`src/rtl/scc_pkg.sv`:
```
// Shared types and constants for the SCC wave-table RAM scheduler.
// The frame is CH_NUM channel-fetch phases followed by one CPU phase.
package scc_pkg;

    localparam int CH_NUM     = 5;
    localparam int TABLE_SIZE = 32;
    localparam int RAM_AW     = 8;

    localparam logic [7:0] SCC_TABLE3_BASE = 8'h60;
    localparam logic [7:0] WAVE_RAM_TOP    = 8'd160;
    localparam logic [7:0] CPU_BAD_RDATA   = 8'hFF;
    localparam logic [7:0] SCC_T4_LO       = 8'h80;
    localparam logic [7:0] SCC_T4_HI       = 8'h9F;
    localparam logic [7:0] SCC_T4_OFS      = 8'h20;

    typedef enum logic [2:0] {
        PH_CH0 = 3'd0,
        PH_CH1 = 3'd1,
        PH_CH2 = 3'd2,
        PH_CH3 = 3'd3,
        PH_CH4 = 3'd4,
        PH_CPU = 3'd5
    } phase_t;

    function automatic phase_t next_phase(input phase_t p);
        if (p == PH_CPU) begin
            return PH_CH0;
        end
        return phase_t'(p + 3'd1);
    endfunction

endpackage

```
`src/rtl/scc_wave_addr_map.sv`:
```
// Mode-dependent wave RAM address mapping for channel fetches and CPU accesses.
// In SCC mode channel 4 plays table 3, and CPU table 4 is read-only mirror of table 3.
module scc_wave_addr_map
    import scc_pkg::*;
(
    input  logic       scc_plus,
    input  logic [2:0] ch_idx,
    input  logic [4:0] ch_ptr,
    input  logic [7:0] cpu_addr,
    output logic [7:0] ch_addr,
    output logic [7:0] cpu_ram_addr,
    output logic       cpu_oor,
    output logic       cpu_wr_discard
);

    logic [7:0] ch_base;
    logic       cpu_in_t4;

    always_comb begin
        ch_base = {ch_idx, 5'b00000};
        if ((ch_idx == 3'd4) && !scc_plus) begin
            ch_base = SCC_TABLE3_BASE;
        end
        ch_addr = ch_base + {3'b000, ch_ptr};

        cpu_oor        = (cpu_addr >= WAVE_RAM_TOP);
        cpu_in_t4      = !scc_plus && (cpu_addr >= SCC_T4_LO) && (cpu_addr <= SCC_T4_HI);
        cpu_wr_discard = cpu_oor || cpu_in_t4;
        cpu_ram_addr   = cpu_in_t4 ? (cpu_addr - SCC_T4_OFS) : cpu_addr;
    end

endmodule

```
`src/rtl/scc_wave_ram_scheduler.sv`:
```
// Time-slot scheduler sharing one synchronous single-port wave RAM between five tone
// channels (phases 0-4) and one CPU access per frame (phase 5).
module scc_wave_ram_scheduler
    import scc_pkg::*;
(
    input  logic              clk,
    input  logic              reset,
    input  logic              scc_plus,
    input  logic [4:0]        ch_enable,
    input  logic [24:0]       ch_ptr,
    output logic [39:0]       ch_wave,
    output logic [4:0]        ch_valid,
    output logic              frame_tick,
    input  logic              cpu_req,
    input  logic              cpu_we,
    input  logic [7:0]        cpu_addr,
    input  logic [7:0]        cpu_wdata,
    output logic              cpu_ack,
    output logic [7:0]        cpu_rdata,
    output logic [RAM_AW-1:0] ram_addr,
    output logic              ram_we,
    output logic [7:0]        ram_wdata,
    input  logic [7:0]        ram_rdata
);

    phase_t phase_q, phase_d;

    logic [CH_NUM-1:0][7:0] ch_wave_q, ch_wave_d;
    logic [CH_NUM-1:0]      ch_valid_q, ch_valid_d;

    logic       fetch_vld_q, fetch_vld_d;
    logic       fetch_en_q, fetch_en_d;
    logic [2:0] fetch_idx_q, fetch_idx_d;

    logic       cpu_pend_q, cpu_pend_d;
    logic       cpu_rd_q, cpu_rd_d;
    logic       cpu_bad_q, cpu_bad_d;
    logic       cpu_ack_q, cpu_ack_d;
    logic [7:0] cpu_rdata_q, cpu_rdata_d;

    logic [4:0][4:0] ptr_arr;
    logic [2:0]      ch_idx;
    logic            ch_phase;
    logic            ch_en_sel;
    logic [7:0]      ch_addr;
    logic [7:0]      cpu_ram_addr;
    logic            cpu_oor;
    logic            cpu_wr_discard;

    assign ptr_arr   = ch_ptr;
    assign ch_phase  = (phase_q != PH_CPU);
    assign ch_idx    = ch_phase ? phase_q : 3'd0;
    assign ch_en_sel = ch_phase && ch_enable[ch_idx];

    scc_wave_addr_map u_addr_map (
        .scc_plus       (scc_plus),
        .ch_idx         (ch_idx),
        .ch_ptr         (ptr_arr[ch_idx]),
        .cpu_addr       (cpu_addr),
        .ch_addr        (ch_addr),
        .cpu_ram_addr   (cpu_ram_addr),
        .cpu_oor        (cpu_oor),
        .cpu_wr_discard (cpu_wr_discard)
    );

    // RAM port: idle slots and discarded accesses leave address at 0 with no write.
    always_comb begin
        ram_addr  = '0;
        ram_we    = 1'b0;
        ram_wdata = 8'h00;
        if (!reset) begin
            if (ch_phase) begin
                if (ch_en_sel) begin
                    ram_addr = ch_addr;
                end
            end else if (cpu_req) begin
                if (cpu_we) begin
                    if (!cpu_wr_discard) begin
                        ram_addr  = cpu_addr;
                        ram_we    = 1'b1;
                        ram_wdata = cpu_wdata;
                    end
                end else if (!cpu_oor) begin
                    ram_addr = cpu_ram_addr;
                end
            end
        end
    end

    always_comb begin
        phase_d = next_phase(phase_q);

        fetch_vld_d = ch_phase;
        fetch_en_d  = ch_en_sel;
        fetch_idx_d = ch_idx;

        ch_wave_d  = ch_wave_q;
        ch_valid_d = '0;
        if (fetch_vld_q) begin
            ch_wave_d[fetch_idx_q]  = fetch_en_q ? ram_rdata : 8'h00;
            ch_valid_d[fetch_idx_q] = 1'b1;
        end

        cpu_pend_d  = 1'b0;
        cpu_rd_d    = cpu_rd_q;
        cpu_bad_d   = cpu_bad_q;
        cpu_ack_d   = 1'b0;
        cpu_rdata_d = cpu_rdata_q;
        // Completion of the access issued in the previous phase-5 slot.
        if (cpu_pend_q) begin
            cpu_ack_d = 1'b1;
            if (cpu_rd_q) begin
                cpu_rdata_d = cpu_bad_q ? CPU_BAD_RDATA : ram_rdata;
            end
        end
        if (!ch_phase && cpu_req) begin
            cpu_pend_d = 1'b1;
            cpu_rd_d   = !cpu_we;
            cpu_bad_d  = cpu_oor;
        end
    end

    always_ff @(posedge clk) begin
        if (reset) begin
            phase_q     <= PH_CH0;
            ch_wave_q   <= '0;
            ch_valid_q  <= '0;
            fetch_vld_q <= 1'b0;
            fetch_en_q  <= 1'b0;
            fetch_idx_q <= 3'd0;
            cpu_pend_q  <= 1'b0;
            cpu_rd_q    <= 1'b0;
            cpu_bad_q   <= 1'b0;
            cpu_ack_q   <= 1'b0;
            cpu_rdata_q <= 8'h00;
        end else begin
            phase_q     <= phase_d;
            ch_wave_q   <= ch_wave_d;
            ch_valid_q  <= ch_valid_d;
            fetch_vld_q <= fetch_vld_d;
            fetch_en_q  <= fetch_en_d;
            fetch_idx_q <= fetch_idx_d;
            cpu_pend_q  <= cpu_pend_d;
            cpu_rd_q    <= cpu_rd_d;
            cpu_bad_q   <= cpu_bad_d;
            cpu_ack_q   <= cpu_ack_d;
            cpu_rdata_q <= cpu_rdata_d;
        end
    end

    assign ch_wave    = ch_wave_q;
    assign ch_valid   = ch_valid_q;
    assign frame_tick = !reset && (phase_q == PH_CPU);
    assign cpu_ack    = cpu_ack_q;
    assign cpu_rdata  = cpu_rdata_q;

endmodule

```
`config.mk`:
```
export PLATFORM = sky130hd
export DESIGN_NAME = scc_wave_ram_scheduler
export DESIGN_NICKNAME = d
export VERILOG_FILES = /design/src/rtl/scc_pkg.sv /design/src/rtl/scc_wave_addr_map.sv /design/src/rtl/scc_wave_ram_scheduler.sv
export SDC_FILE = /design/constraint.sdc
export NUM_CORES = 1
export LEC_CHECK = 0
export CORE_ASPECT_RATIO = 1.2
export CORE_MARGIN = 5
export CORE_UTILIZATION = 44
export CTS_CLUSTER_DIAMETER = 150
export DETAILED_ROUTE_END_ITERATION = 7
export GPL_TIMING_DRIVEN = 1
export HOLD_SLACK_MARGIN = 0.02
export PLACE_DENSITY = 0.85
export SLEW_MARGIN = 40
export SYNTH_ARGS = -nofsm -noshare
export SYNTH_HDL_FRONTEND = slang
export SYNTH_SLANG_ARGS = --single-unit
```
`constraint.sdc`:
```
create_clock -name clk -period 5.4 [get_ports clk]
set_input_delay 0.54 -clock clk [delete_from_list [all_inputs] [get_ports clk]]
set_output_delay 0.54 -clock clk [all_outputs]
set_load 0.01 [all_outputs]
```
* Word-level counts from Yosys, hierarchy flattened
Index checks and enable logic that the tools add are counted.
** Cells by class
- Shifts and indexed selects :: 0
- Div/mod/pow operators :: 0
- Add/sub/neg operators :: 3
- Muxes and demuxes :: 36
- Reductions and logical operators :: 14
- Equal/unequal tests :: 3
- Multipliers :: 0
- Magnitude comparators :: 6
- Bitwise operators :: 1
** Operators with widths (number)
- two-way mux 8 bit :: 17
- bitwise mux 40 bit :: 1
- demux 8 bit (select 3 bit) :: 1
- >= comparator 8 bit (second input constant) :: 2
- binary-select mux 5 bit (select 3 bit) :: 1
- two-way mux 1 bit :: 10
- two-way mux 3 bit :: 3
- adder 8 x 5 -> 8 bit :: 1
- <= comparator 8 bit (second input constant) :: 1
- < comparator 3 x 4 -> 1 bit (second input constant) :: 2
- subtractor 8 x 6 -> 8 bit (second input constant) :: 1
- logical AND 1 bit :: 7
- equality test 3 bit (second input constant) :: 2
- two-way mux 5 bit :: 1
- zero test 1 bit :: 4
- adder 3 x 1 -> 3 bit (second input constant) :: 1
- binary-select mux 1 bit (select 3 bit) :: 1
- demux 1 bit (select 3 bit) :: 1
- >= comparator 3 x 1 -> 1 bit (second input constant) :: 1
- inequality test 3 bit (second input constant) :: 1
- AND reduction 2 bit :: 1
- OR reduction 2 bit :: 1
- logical OR 1 bit :: 1
- NOT 1 bit :: 1
** Storage, ports and cells
- Memory bits (read-only) :: 0
- Bits of input ports :: 59
- Flip-flop bits (word level) :: 65
- Memory bits (writable) :: 0
- Output and inout port bits :: 72
- Logic and storage cells :: 78
- Bits in latches :: 0
- Memories kept :: 0

* Depth between registers and ports, before layout
- Depth in word-level cells :: 9
- Depth in mapped cells :: 6
- Gate-level depth less buffers :: 6

* By module
From an unflattened synthesis, not the netlist that was laid out.
** Second synthesis, totals
- Cells, all modules :: 372
- Area, all modules :: 3060.4 µm²
** Modules (own cells, without submodules)
- scc_wave_ram_scheduler :: cells an instance 345, instances 1, area an instance 2876.5 µm²
- scc_wave_addr_map :: cells an instance 27, instances 1, area an instance 183.9 µm²

* Worst setup path before layout
No wires, ideal clock.
- Path kind :: register to output
- Start :: reg phase_q[1]
- End :: out ram_addr[5]
- Required time :: 4.860 ns
- Arrival :: 1.691 ns
- Buffers on the path :: 0
- Setup slack :: 3.169 ns
- Stages on the path, launching flop included :: 7
- Cell sequence :: dfxtp_1 > inv_1 > ha_1 > nor4b_4 > nor2b_1 > nor2_1 > o22ai_1
** Between the ends
- Cells in the longest elaborated chain, start to end :: 9
- Elaborated cells between the ends (all ways) :: 14
- Classes of those cells :: add/sub (1); eq/ne (2); mux (9); reduce/logical (2)
** Ends and longest elaborated chain
- from (decl) :: RTL line scc_wave_ram_scheduler.sv:26 : phase_t phase_q, phase_d;
- from (signal assigned) :: RTL line scc_wave_ram_scheduler.sv:137 : phase_q <= phase_d;
- branches (longest 7 deep; another with adder 8 x 5 -> 8 bit)
- two-way mux 8 bit * :: RTL line scc_wave_ram_scheduler.sv:72 : if (ch_phase) begin
- two-way mux 8 bit * :: RTL line scc_wave_ram_scheduler.sv:71 : if (!reset) begin
- to (decl) :: RTL line scc_wave_ram_scheduler.sv:20 : output logic [RAM_AW-1:0] ram_addr,
Mark *: on every way between the ends. The select of a mux whose other input is x is not followed.

* Worst setup path in the final report
- Start :: reg phase_q[0]
- End :: out ram_addr[4]
** Between the ends
- Cells in the longest elaborated chain, start to end :: 8
- Elaborated cells between the ends (all ways) :: 11
- Classes of those cells :: add/sub (1); eq/ne (1); mux (8); reduce/logical (1)
** Ends and longest elaborated chain
- inequality test 3 bit :: RTL line scc_wave_ram_scheduler.sv:51 : assign ch_phase = (phase_q != PH_CPU);
- two-way mux 3 bit :: RTL line scc_wave_ram_scheduler.sv:52 : assign ch_idx = ch_phase ? phase_q : 3'd0;
- binary-select mux 5 bit (select 3 bit) or binary-select mux 1 bit (select 3 bit) (tied branches) :: RTL line scc_wave_ram_scheduler.sv:58, scc_wave_ram_scheduler.sv:53
- two-way mux 5 bit (not written as such) or two-way mux 1 bit (tied branches) :: RTL line scc_wave_ram_scheduler.sv:58, scc_wave_ram_scheduler.sv:53
- adder 8 x 5 -> 8 bit or logical AND 1 bit (tied branches) :: RTL line scc_wave_addr_map.sv:24, scc_wave_ram_scheduler.sv:53
- two-way mux 8 bit :: RTL line scc_wave_ram_scheduler.sv:73 : if (ch_en_sel) begin
- two-way mux 8 bit * :: RTL line scc_wave_ram_scheduler.sv:72
- two-way mux 8 bit * :: RTL line scc_wave_ram_scheduler.sv:71
Mark *: on every way between the ends. The rest lies on a longest branch, timed or not. The select of a mux whose other input is x is not followed.

==> flow_metrics.tcl <==
set metrics [dict create \
    run_status "complete, no violations" \
    post_synth_inst_count 338 \
    grt.met1_usage_pct 20.6 \
    drive_above_1_share_pct 4.78 \
    finalCriticalPeriod_ns 3.44 \
    firstDrtPassIters 4 \
    crit_path_max_fanout 18 \
    netlist-cell-type-count 38 \
    mappedNetlistNets 400 \
    worst_pin_slew_ns 0.668 \
    crit_end_element "output pin" \
    p_per_area_nw_per_um2 257 \
    slew_headroom_pct 55.5 \
    grt_antenna_before_repair 0 \
    global_route.usage.met2_pct 34.1 \
    multiInputGateArea_um2 1410 \
    cap_viol_max_count 0 \
    cts_made_buffers 9 \
    area_contributors_post_synth "sky130_fd_sc_hd__dfxtp_1 46%, sky130_fd_sc_hd__a21oi_1 7.6%, sky130_fd_sc_hd__nand3_1 7.6%, sky130_fd_sc_hd__nand2_1 5.6%, sky130_fd_sc_hd__nor2_1 4.6%" \
    antenna_violating_nets_post_route 0 \
    max-vdd-ir-drop_v 0.000166 \
    hold_violations 0 \
    worst_setup_path_start_kind "register" \
    drv_slew 0 \
    remaining_drc_errors 0 \
    synth_edf_count 0 \
    syn-mean-instance-area_um2 8.40 \
    detailedPlacementHpwl_um 6180 \
    grt-ovfl-total 0 \
    clock_tree.root_cell "sky130_fd_sc_hd__clkbuf_8" \
    clock_sink_count 65 \
    clk-insertion-delay-late_ns 0.34 \
    detail_route.wl_per_cell_um 15.1 \
    totalWireLength_um 8230 \
    cts-root-to-sink-buffers 2 \
    period_share_pct 63.8 \
    gp_congestion 0.783 \
    global_route_wire_length_before_repair_um 12700 \
    setup_viol_count_final 0 \
    setup_slack_ns 1.96 \
    synth_largest_type_area_fraction_pct 45.9 \
    clock_tree.htree_level_count 3 \
    area_of_all_sequential_standard_cells_um2 1300 \
    grt-busiest-layer "met2" \
    groute.layer.met3.usage_pct 8.10 \
    die_y_um 98.0 \
    insertedDiodeCount 0 \
    core_um2 6370 \
    port_buffers 130 \
    rsz0062_at_grt "false" \
    via_density 5.25 \
    drt_first_iter_violations 136 \
    fin_setup_tns_ns 0 \
    floorplan.die.width_um 83.3 \
    synth_seq_cells 65 \
    num_io_pins 131 \
    floorplan.initialDensity_pct 44.6 \
    synth_warnings 0 \
    synthFlopType "sky130_fd_sc_hd__dfxtp_1" \
    area_growth_syn_to_layout_pct 53.8 \
    ys_seq_area_share_pct 45.9 \
    netlist_area_um2 2840 \
    cts_setup_buffers 0 \
    post_cts.resized_instances 0 \
    grt_use_total_pct 19.3 \
    final_cell_mix "129 x sky130_fd_sc_hd__clkdlybuf4s50_1, 63 x sky130_fd_sc_hd__dfxtp_1, 43 x sky130_fd_sc_hd__a21oi_1, 43 x sky130_fd_sc_hd__nand3_1, 42 x sky130_fd_sc_hd__nand2_1" \
    critPathRequiredTime_ns 4.86 \
    clk_pin_slew_ns 0.06 \
    place_ws_ns 2.01 \
    tritoncts "yes" \
    async_reset_ff_share_pct 0 \
    via_count 2860 \
    layout_commonest_cell "sky130_fd_sc_hd__clkdlybuf4s50_1" \
    cts-hold-fix-buffers 0 \
    finalNetCount 517 \
    grt_max_degree 63 \
    core.rowCount 32 \
    netlist.top_cell.by_area "sky130_fd_sc_hd__dfxtp_1" \
    die_area_um2 8160 \
    path_class "reg2out" \
    min_delay_path_class "reg2reg" \
    grt_pass1_vias 2685 \
    clock_tree_skew_after_final_layout_ns 0.0121 \
    leakagePower_uw 0.00151 \
    achievable-frequency_mhz 290 \
    worstPathArrival_ns 2.90 \
    num-fill-cells 510 \
]
synth_stat cells (5+ instances only):
| library cell | count |
|---|---|
| sky130_fd_sc_hd__a211oi_1 | 9 |
| sky130_fd_sc_hd__a21oi_1 | 43 |
| sky130_fd_sc_hd__a221oi_1 | 5 |
| sky130_fd_sc_hd__and2_1 | 11 |
| sky130_fd_sc_hd__clkbuf_1 | 15 |
| sky130_fd_sc_hd__dfxtp_1 | 65 |
| sky130_fd_sc_hd__inv_1 | 7 |
| sky130_fd_sc_hd__mux2i_1 | 10 |
| sky130_fd_sc_hd__nand2_1 | 42 |
| sky130_fd_sc_hd__nand3_1 | 43 |
| sky130_fd_sc_hd__nor2_1 | 35 |
| sky130_fd_sc_hd__o22ai_1 | 6 |
| sky130_fd_sc_hd__o2bb2ai_1 | 5 |
cell families after synthesis:
| group | synth area share, % |
|---|---|
| xor+xnor | 0.309 |
| simple gates | 25.6 |
| compound gates | 18.0 |
| fa+ha+maj | 1.32 |
| mux | 4.32 |
| flops | 45.9 |
| buf+inv | 4.54 |
routing by layer:
metal | up-vias | routed length (µm)
met5 | - | 0
met2 | 143 | 4070
met4 | 0 | 165
met1 | 1285 | 3070
met3 | 16 | 918
li1 | 1416 | -
sequential cells by signal, indices dropped and copies added (netlist names):
register and flops:
fetch_vld_q 1, phase_q 3, cpu_rdata 8, ch_valid 5, fetch_en_q 1, cpu_rd_q 1
fetch_idx_q 3, cpu_bad_q 1, ch_wave 40, cpu_pend_q 1, cpu_ack 1
cell type report:
| type | count | area share, % |
|---|---|---|
| sequential | 65 | 29.9 |
| multi-input combinational | 242 | 32.2 |
| clock buffer | 14 | 3.73 |
| inverter | 7 | 0.602 |
| timing repair buffer | 130 | 29.8 |
| tap | 85 | 2.44 |
| clock inverter | 2 | 1.38 |
critical path, stage by stage (launching register included):
cell	delay, ns
sky130_fd_sc_hd__dfxtp_2	0.63
sky130_fd_sc_hd__ha_1	0.41
sky130_fd_sc_hd__nand4b_1	0.33
sky130_fd_sc_hd__a21oi_1	0.47
sky130_fd_sc_hd__o2bb2ai_1	0.17
sky130_fd_sc_hd__clkdlybuf4s50_1	0.55
where the power goes:
group	internal, µW	switching (µW)
combinational	85.2	71.4
clock	286	168
sequential	490	22.2
total	861	261
worst paths after layout:
kind                     from           to  slack (ns)  depth (start not counted)
hold reg to reg   ch_wave[33]  ch_wave[33]        0.45                          2
setup reg to reg   phase_q[0]   fetch_en_q        3.42                          5
setup / recovery   phase_q[0]  ram_addr[4]        1.96                          5
hold / removal    ch_wave[33]  ch_wave[33]        0.45                          2
per-stage QoR:
step	instances	total power, µW	cell area, µm²	utilization (%)	hold WS (ns)
after global placement	529	676	4140	65.0	0.444
final	545	1120	4370	68.6	0.454
after detailed placement	529	678	4140	65.1	0.447
after CTS	545	1130	4360	68.6	0.456
after floorplan	338	595	2840	-	0.430
after global routing	545	1170	4370	68.6	0.472
No activity file was read; power rests on OpenSTA's default activity.
